File: src/rtl/alu_arbiter_pkg.sv
// Shared definitions for the two-requester ALU arbiter: MIPS funct codes,
// arbiter state encoding and the funct-valid check.
`ifndef ALU_ARBITER_PKG_SV
`define ALU_ARBITER_PKG_SV

`define ALU_ARB_FUNCT_VALID(f) (alu_arbiter_pkg::funct_is_valid(f))

package alu_arbiter_pkg;

  localparam logic [5:0] FUNCT_ADD  = 6'h20;
  localparam logic [5:0] FUNCT_SUB  = 6'h22;
  localparam logic [5:0] FUNCT_AND  = 6'h24;
  localparam logic [5:0] FUNCT_OR   = 6'h25;
  localparam logic [5:0] FUNCT_XOR  = 6'h26;
  localparam logic [5:0] FUNCT_NOR  = 6'h27;
  localparam logic [5:0] FUNCT_SLT  = 6'h2A;
  localparam logic [5:0] FUNCT_NOOP = 6'h2C;

  typedef enum logic [1:0] {
    IDLE = 2'd0,
    EXEC = 2'd1,
    RESP = 2'd2
  } arb_state_t;

  function automatic logic funct_is_valid(input logic [5:0] f);
    case (f)
      FUNCT_ADD, FUNCT_SUB, FUNCT_AND, FUNCT_OR,
      FUNCT_XOR, FUNCT_NOR, FUNCT_SLT, FUNCT_NOOP: return 1'b1;
      default:                                     return 1'b0;
    endcase
  endfunction

endpackage

`endif

File: src/rtl/alu_arbiter_picker.sv
// Combinational 2-way round-robin picker: a lone requester wins outright,
// a tie goes to the requester that was not granted last.
module alu_rr_picker (
  input  logic [1:0] req_valid,
  input  logic       last_grant,
  output logic [1:0] grant
);

  always_comb begin
    grant = req_valid;
    if (req_valid == 2'b11) begin
      grant = last_grant ? 2'b01 : 2'b10;
    end
  end

endmodule

File: src/rtl/alu_arbiter.sv
// Shares one MIPS ALU between two valid/ready requesters with round-robin
// arbitration. Define ALU_ARB_FLAGS_EN to add rsp_zero/rsp_ovf/rsp_cout.
module alu_arbiter
  import alu_arbiter_pkg::*;
#(
  parameter int DATA_W = 32,
  parameter int CNT_W  = 16
) (
  input  logic                clk,
  input  logic                rst_n,
  input  logic [1:0]          req_valid,
  output logic [1:0]          req_ready,
  input  logic [11:0]         req_funct,
  input  logic [2*DATA_W-1:0] req_a,
  input  logic [2*DATA_W-1:0] req_b,
  input  logic [1:0]          req_cin,
  output logic [5:0]          alu_funct,
  output logic [DATA_W-1:0]   alu_a,
  output logic [DATA_W-1:0]   alu_b,
  output logic                alu_cin,
  input  logic [DATA_W-1:0]   alu_res,
  input  logic                alu_zero,
  input  logic                alu_ovf,
  input  logic                alu_cout,
  output logic                rsp_valid,
  input  logic                rsp_ready,
  output logic                rsp_id,
  output logic [DATA_W-1:0]   rsp_data,
  output logic                rsp_err,
`ifdef ALU_ARB_FLAGS_EN
  output logic                rsp_zero,
  output logic                rsp_ovf,
  output logic                rsp_cout,
`endif
  output logic [CNT_W-1:0]    op_count
);

  arb_state_t          state, next_state;
  logic                last_grant;
  logic [1:0]          grant;
  logic                grant_id;
  logic [5:0]          sel_funct;
  logic [5:0]          op_funct;
  logic [DATA_W-1:0]   op_a, op_b;
  logic                op_cin;

  alu_rr_picker u_picker (
    .req_valid  (req_valid),
    .last_grant (last_grant),
    .grant      (grant)
  );

  assign grant_id  = grant[1];
  assign sel_funct = grant_id ? req_funct[11:6] : req_funct[5:0];

  always_ff @(posedge clk or negedge rst_n) begin
    if (!rst_n) state <= IDLE;
    else        state <= next_state;
  end

  always_comb begin
    next_state = state;
    case (state)
      IDLE:    if (|grant) next_state = `ALU_ARB_FUNCT_VALID(sel_funct) ? EXEC : RESP;
      EXEC:    next_state = RESP;
      RESP:    if (rsp_ready) next_state = IDLE;
      default: next_state = IDLE;
    endcase
  end

  // The ALU only ever sees a real funct during the single EXEC cycle.
  always_comb begin
    req_ready = (state == IDLE) ? grant : 2'b00;
    rsp_valid = (state == RESP);
    alu_funct = (state == EXEC) ? op_funct : FUNCT_NOOP;
    alu_a     = op_a;
    alu_b     = op_b;
    alu_cin   = op_cin;
  end

  always_ff @(posedge clk or negedge rst_n) begin
    if (!rst_n) begin
      last_grant <= 1'b1;
      op_funct   <= '0;
      op_a       <= '0;
      op_b       <= '0;
      op_cin     <= 1'b0;
      rsp_id     <= 1'b0;
      rsp_data   <= '0;
      rsp_err    <= 1'b0;
`ifdef ALU_ARB_FLAGS_EN
      rsp_zero   <= 1'b0;
      rsp_ovf    <= 1'b0;
      rsp_cout   <= 1'b0;
`endif
      op_count   <= '0;
    end else begin
      case (state)
        IDLE: begin
          if (|grant) begin
            op_funct   <= sel_funct;
            op_a       <= grant_id ? req_a[2*DATA_W-1:DATA_W] : req_a[DATA_W-1:0];
            op_b       <= grant_id ? req_b[2*DATA_W-1:DATA_W] : req_b[DATA_W-1:0];
            op_cin     <= req_cin[grant_id];
            last_grant <= grant_id;
            rsp_id     <= grant_id;
            // Unsupported funct skips EXEC and answers with an error.
            if (!`ALU_ARB_FUNCT_VALID(sel_funct)) begin
              rsp_err  <= 1'b1;
              rsp_data <= '0;
`ifdef ALU_ARB_FLAGS_EN
              rsp_zero <= 1'b0;
              rsp_ovf  <= 1'b0;
              rsp_cout <= 1'b0;
`endif
            end
          end
        end
        EXEC: begin
          // NOOP leaves the ALU output floating, so never capture it.
          rsp_err  <= 1'b0;
          rsp_data <= (op_funct == FUNCT_NOOP) ? '0 : alu_res;
`ifdef ALU_ARB_FLAGS_EN
          rsp_zero <= (op_funct == FUNCT_NOOP) ? 1'b0 : alu_zero;
          rsp_ovf  <= (op_funct == FUNCT_NOOP) ? 1'b0 : alu_ovf;
          rsp_cout <= (op_funct == FUNCT_NOOP) ? 1'b0 : alu_cout;
`endif
        end
        RESP: begin
          if (rsp_ready && (op_count != {CNT_W{1'b1}})) begin
            op_count <= op_count + CNT_W'(1);
          end
        end
        default: ;
      endcase
    end
  end

`ifndef ALU_ARB_FLAGS_EN
  logic unused_flags;
  assign unused_flags = alu_zero ^ alu_ovf ^ alu_cout;
`endif

endmodule

File: config.mk
export PLATFORM = sky130hd
export DESIGN_NAME = alu_arbiter
export DESIGN_NICKNAME = d
export VERILOG_FILES = /design/src/rtl/alu_arbiter_pkg.sv /design/src/rtl/alu_arbiter_picker.sv /design/src/rtl/alu_arbiter.sv
export SDC_FILE = /design/constraint.sdc
export NUM_CORES = 1
export LEC_CHECK = 0
export BUFFER_PORTS_ARGS = -buffer_cell sky130_fd_sc_hd__buf_2
export CAP_MARGIN = 25
export CORE_ASPECT_RATIO = 1.4
export CORE_MARGIN = 4
export CORE_UTILIZATION = 42
export CTS_CLUSTER_SIZE = 16
export DETAILED_ROUTE_END_ITERATION = 10
export PLACE_DENSITY_LB_ADDON = 0.1
export SYNTH_ARGS = -nofsm -noshare
export SYNTH_HDL_FRONTEND = slang
export SYNTH_SLANG_ARGS = --single-unit
export TNS_END_PERCENT = 10
File: constraint.sdc
create_clock -name clk -period 3.7 [get_ports clk]
set_clock_uncertainty 0.2 [all_clocks]
set_input_delay 0.185 -clock clk [delete_from_list [all_inputs] [get_ports clk]]
set_output_delay 0.185 -clock clk [all_outputs]
set_load 0.01 [all_outputs]
==> key figures <==
Run status
  • Status: complete, no violations

Worst setup path
  • WP data arrival: 2790 ps
  • Slowest CP cell: dlygate4sd3_1
  • Setup crit start kind: flop
  • FF-to-FF path depth: 6
  • Endpoint class of the critical path: flop
  • Worst-path fanout max: 48
  • Critical-path cell list: a21bo_4 -> buf_4 -> buf_16 -> mux2i_1 -> dlygate4sd3_1 -> o21ai_0
  • Slack of the worst reg-to-reg path: 960 ps
  • CP max stage delay: 580 ps
  • Crit Path Class: reg -> reg
  • Reg2reg start: last_grant
  • Crit-path leading delay family: buffers and inverters
  • Worst Path Buf+Inv: 3
  • Required time worst endpoint: 3750 ps
  • RR Endpoint: alu_a[26]

Yosys
  • Area leader, netlist: dfrtp_1
  • Ys async rst share: 100.0%
  • Seq/Total Area, Yosys: between 50% and 60%
  • Area contributors post-synth: dfrtp_1 55%, mux2i_1 12%, o21ai_0 6.5%
  • Post-Syn Instances: 502
  • Warnings from Yosys: 0
  • Post-synth EDFFs: 0
  • Post-synth top area share: 54.63%
  • #FFs+latches synth: ~120
  • Mean Syn Cell Area: about 11 µm²
  • Synthesized net count: about 700
  • Main synth FF type: dfrtp_1
  • Number of library cell types mapped by synthesis: between 40 and 50
  • Mapped cell area: 5634 µm²

Die
  • Row cnt: slightly below 50
  • Die ar.: 15,360 µm²
  • Die X: 105.9 µm
  • Core footprint: 13,000 µm²
  • Boundary Pins: 306
  • Die height: 145.0 µm
  • Starting density of the core: a little over two fifths

Place
  • Pre-CTS setup slack: 1320 ps
  • PortBufs: between 300 and 400
  • Dpl hpwl: 12.02 mm
  • RePlAce Congestion: approximately 0.85
  • Placed cells: roughly 960

Global route
  • Largest net degree at the start of global routing: 81
  • Met2 Use GR: 43.52%
  • Initial antenna violation count: 1
  • Gr ovfl total: 0
  • First-pass GRT wire length: slightly above 30 mm
  • Busiest metal layer after global routing: met2
  • Total GRT Usage: roughly a quarter
  • Met3 Use GR: 7.733%
  • M1 GR Usage: 28.36%
  • Vias in the first global route: roughly 6,300

Power
  • Tot Pwr: about 6 mW
  • Clk pwr share: 31.1%
  • Sw Share: 33.16%
  • Internal Pwr Total: 4.010 mW
  • Pwr dens: 617.6 nW/µm²
  • Sequential Power Share: a little over a third
  • Pleak: 5.057 nW
  • Combinational power share: 33.7%
  • VDD IR max: 0.3171 mV
  • NetSw: 1.989 mW

Timing
  • RSZ-0062 raised after global routing: false
  • Slew Limit Fails: 0
  • Fmax: approximately 370 MHz
  • Post-route clock period utilization: between 70 and 80%
  • Count of final hold-check violations: 0
  • Slew HR: 37.27%
  • Final WS setup: 960.5 ps
  • Final setup TNS: 0 ps
  • Worst-margin pin slew: 940.9 ps
  • Tmin final: 2740 ps
  • Setup Viol. Count Final: 0

Final layout
  • Fillers: 899
  • Layout cells sized above 1: 35.56%
  • Multi-input logic area: 2287 µm²
  • Synth-to-Final Area Change: 72.40%
  • NumNets Final: ~1,200
  • Post-Layout Cell Count: 1,169
  • Final Core Density: 74.73%
  • Commonest cells after routing, fill and taps aside: 301 x buf_2, 177 x dlygate4sd3_1, 123 x dfrtp_1
  • Register area: 3104 µm²
  • Commonest non-fill, non-tap cell in the layout: buf_2

Route
  • Drt total wl: a little under 20 mm
  • DRC: 0
  • Post-route ant nets: 0
  • Routed vias/inst: 4.943
  • DRT Pass-1 Iters: 4
  • Drt wl/cell: around 17 µm
  • DR iter-0 viols: 248
  • Vias: 5,778

CTS
  • CTS buffer count: 17
  • Worst-path clk slew: roughly 60 ps
  • CTS tree: yes
  • Max H-tree Level: 4
  • Root buf cell: clkbuf_16
  • Max Buffers Root-to-Sink: 2
  • Clock Latency Late Sink: 400 ps
  • Post-CTS Resized: 0
  • Clock sinks: between 100 and 150

Min path
  • Hold depth: 5
  • Hold path start: req_funct[9]
  • HP Class: in -> reg
  • WHS Endpoint: op_funct[3]

Run
  • Max-Cap Viols: 0
## logic make-up (layout without fill, tap and decap cells)
kind of cell	after synthesis	count (layout)	share of synthesized area, %
DFF	124	124	55.10
xor gates and xnor gates	13	13	2.021
adders and majority gates	1	1	0.2220
and+or+nand+nor	126	126	10.53
other	0	1	0
buffers and inverters	38	526	4.619
AOI/OAI and AO/OA	128	128	14.66
muxes	72	72	12.86
## power groups by stage
stage | logic, mW | registers (mW) | clock network, mW
after floorplan | 0.821 | 2.30 | 0
after global placement | 1.71 | 2.10 | 0
after detailed placement | 1.75 | 2.12 | 0
after CTS | 1.99 | 2.11 | 1.90
after global routing | 2.22 | 2.17 | 1.96
final | 2.02 | 2.11 | 1.86
## cells in the mapped netlist (all sizes together) (7+ instances only)
library cell	n
xnor2	12
dfrtp	123
o21ai	77
a22o	32
inv	8
nor2	9
nand2	77
buf	24
mux2i	69
nand2b	8
nand3	7
a21oi	7
## metal layers
layer,up-vias,wire (µm)
li1,2735,-
met1,2724,7001
met2,265,10100
met3,54,1516
met4,0,709
met5,-,0
## final cells by class
| class | instances | area share (%) |
|---|---|---|
| multi-input cells | 340 | 23.55 |
| repair buffers | 486 | 34.91 |
| flip-flops and latches | 124 | 31.96 |
| diodes | 1 | 0.02576 |
| clock buffers | 20 | 4.805 |
| inverters | 8 | 0.3092 |
| clock inverters | 12 | 2.151 |
| well taps | 178 | 2.293 |
## state kept, by name, summed over array words and instances (netlist names), 2 cells and up
register and count:
alu_b 32, op_count 16, rsp_data 32, alu_a 32
op_funct 6, state 2
## through the flow
step / instance area [µm²] / hold slack [ps]
5_1_grt: 9713 / 52.04
3_3_place_gp: 7208 / 192.3
4_1_cts: 9646 / 1.748
6_report: 9713 / 39.98
2_1_floorplan: 5634 / -310.6
3_5_place_dp: 7208 / 189.5
## worst reg2reg max path: cells and delay by family (launching register included)
kind	cells	cell delay (ps)
buffers and inverters	3	1310
flip-flops	1	550
multiplexers	1	320
AO/OA/AOI/OAI	2	210
## worst max-delay path by stage
stage	from	endpoint	slack [ps]	depth (start not counted)
after floorplan	op_count[0]	op_count[6]	1870	5
after global placement	last_grant	alu_a[20]	1390	4
after detailed placement	last_grant	alu_a[24]	1320	4
after CTS	last_grant	alu_b[7]	780	5
after global routing	last_grant	alu_a[23]	860	6
final	last_grant	alu_a[26]	960	6
## repair_timing
action	CTS	global route
endpoints found under the hold margin	183	8
hold buffers	176	1
setup endpoints to repair	0	0
buffers inserted	0	0
Power figures use the tool's default switching activity.
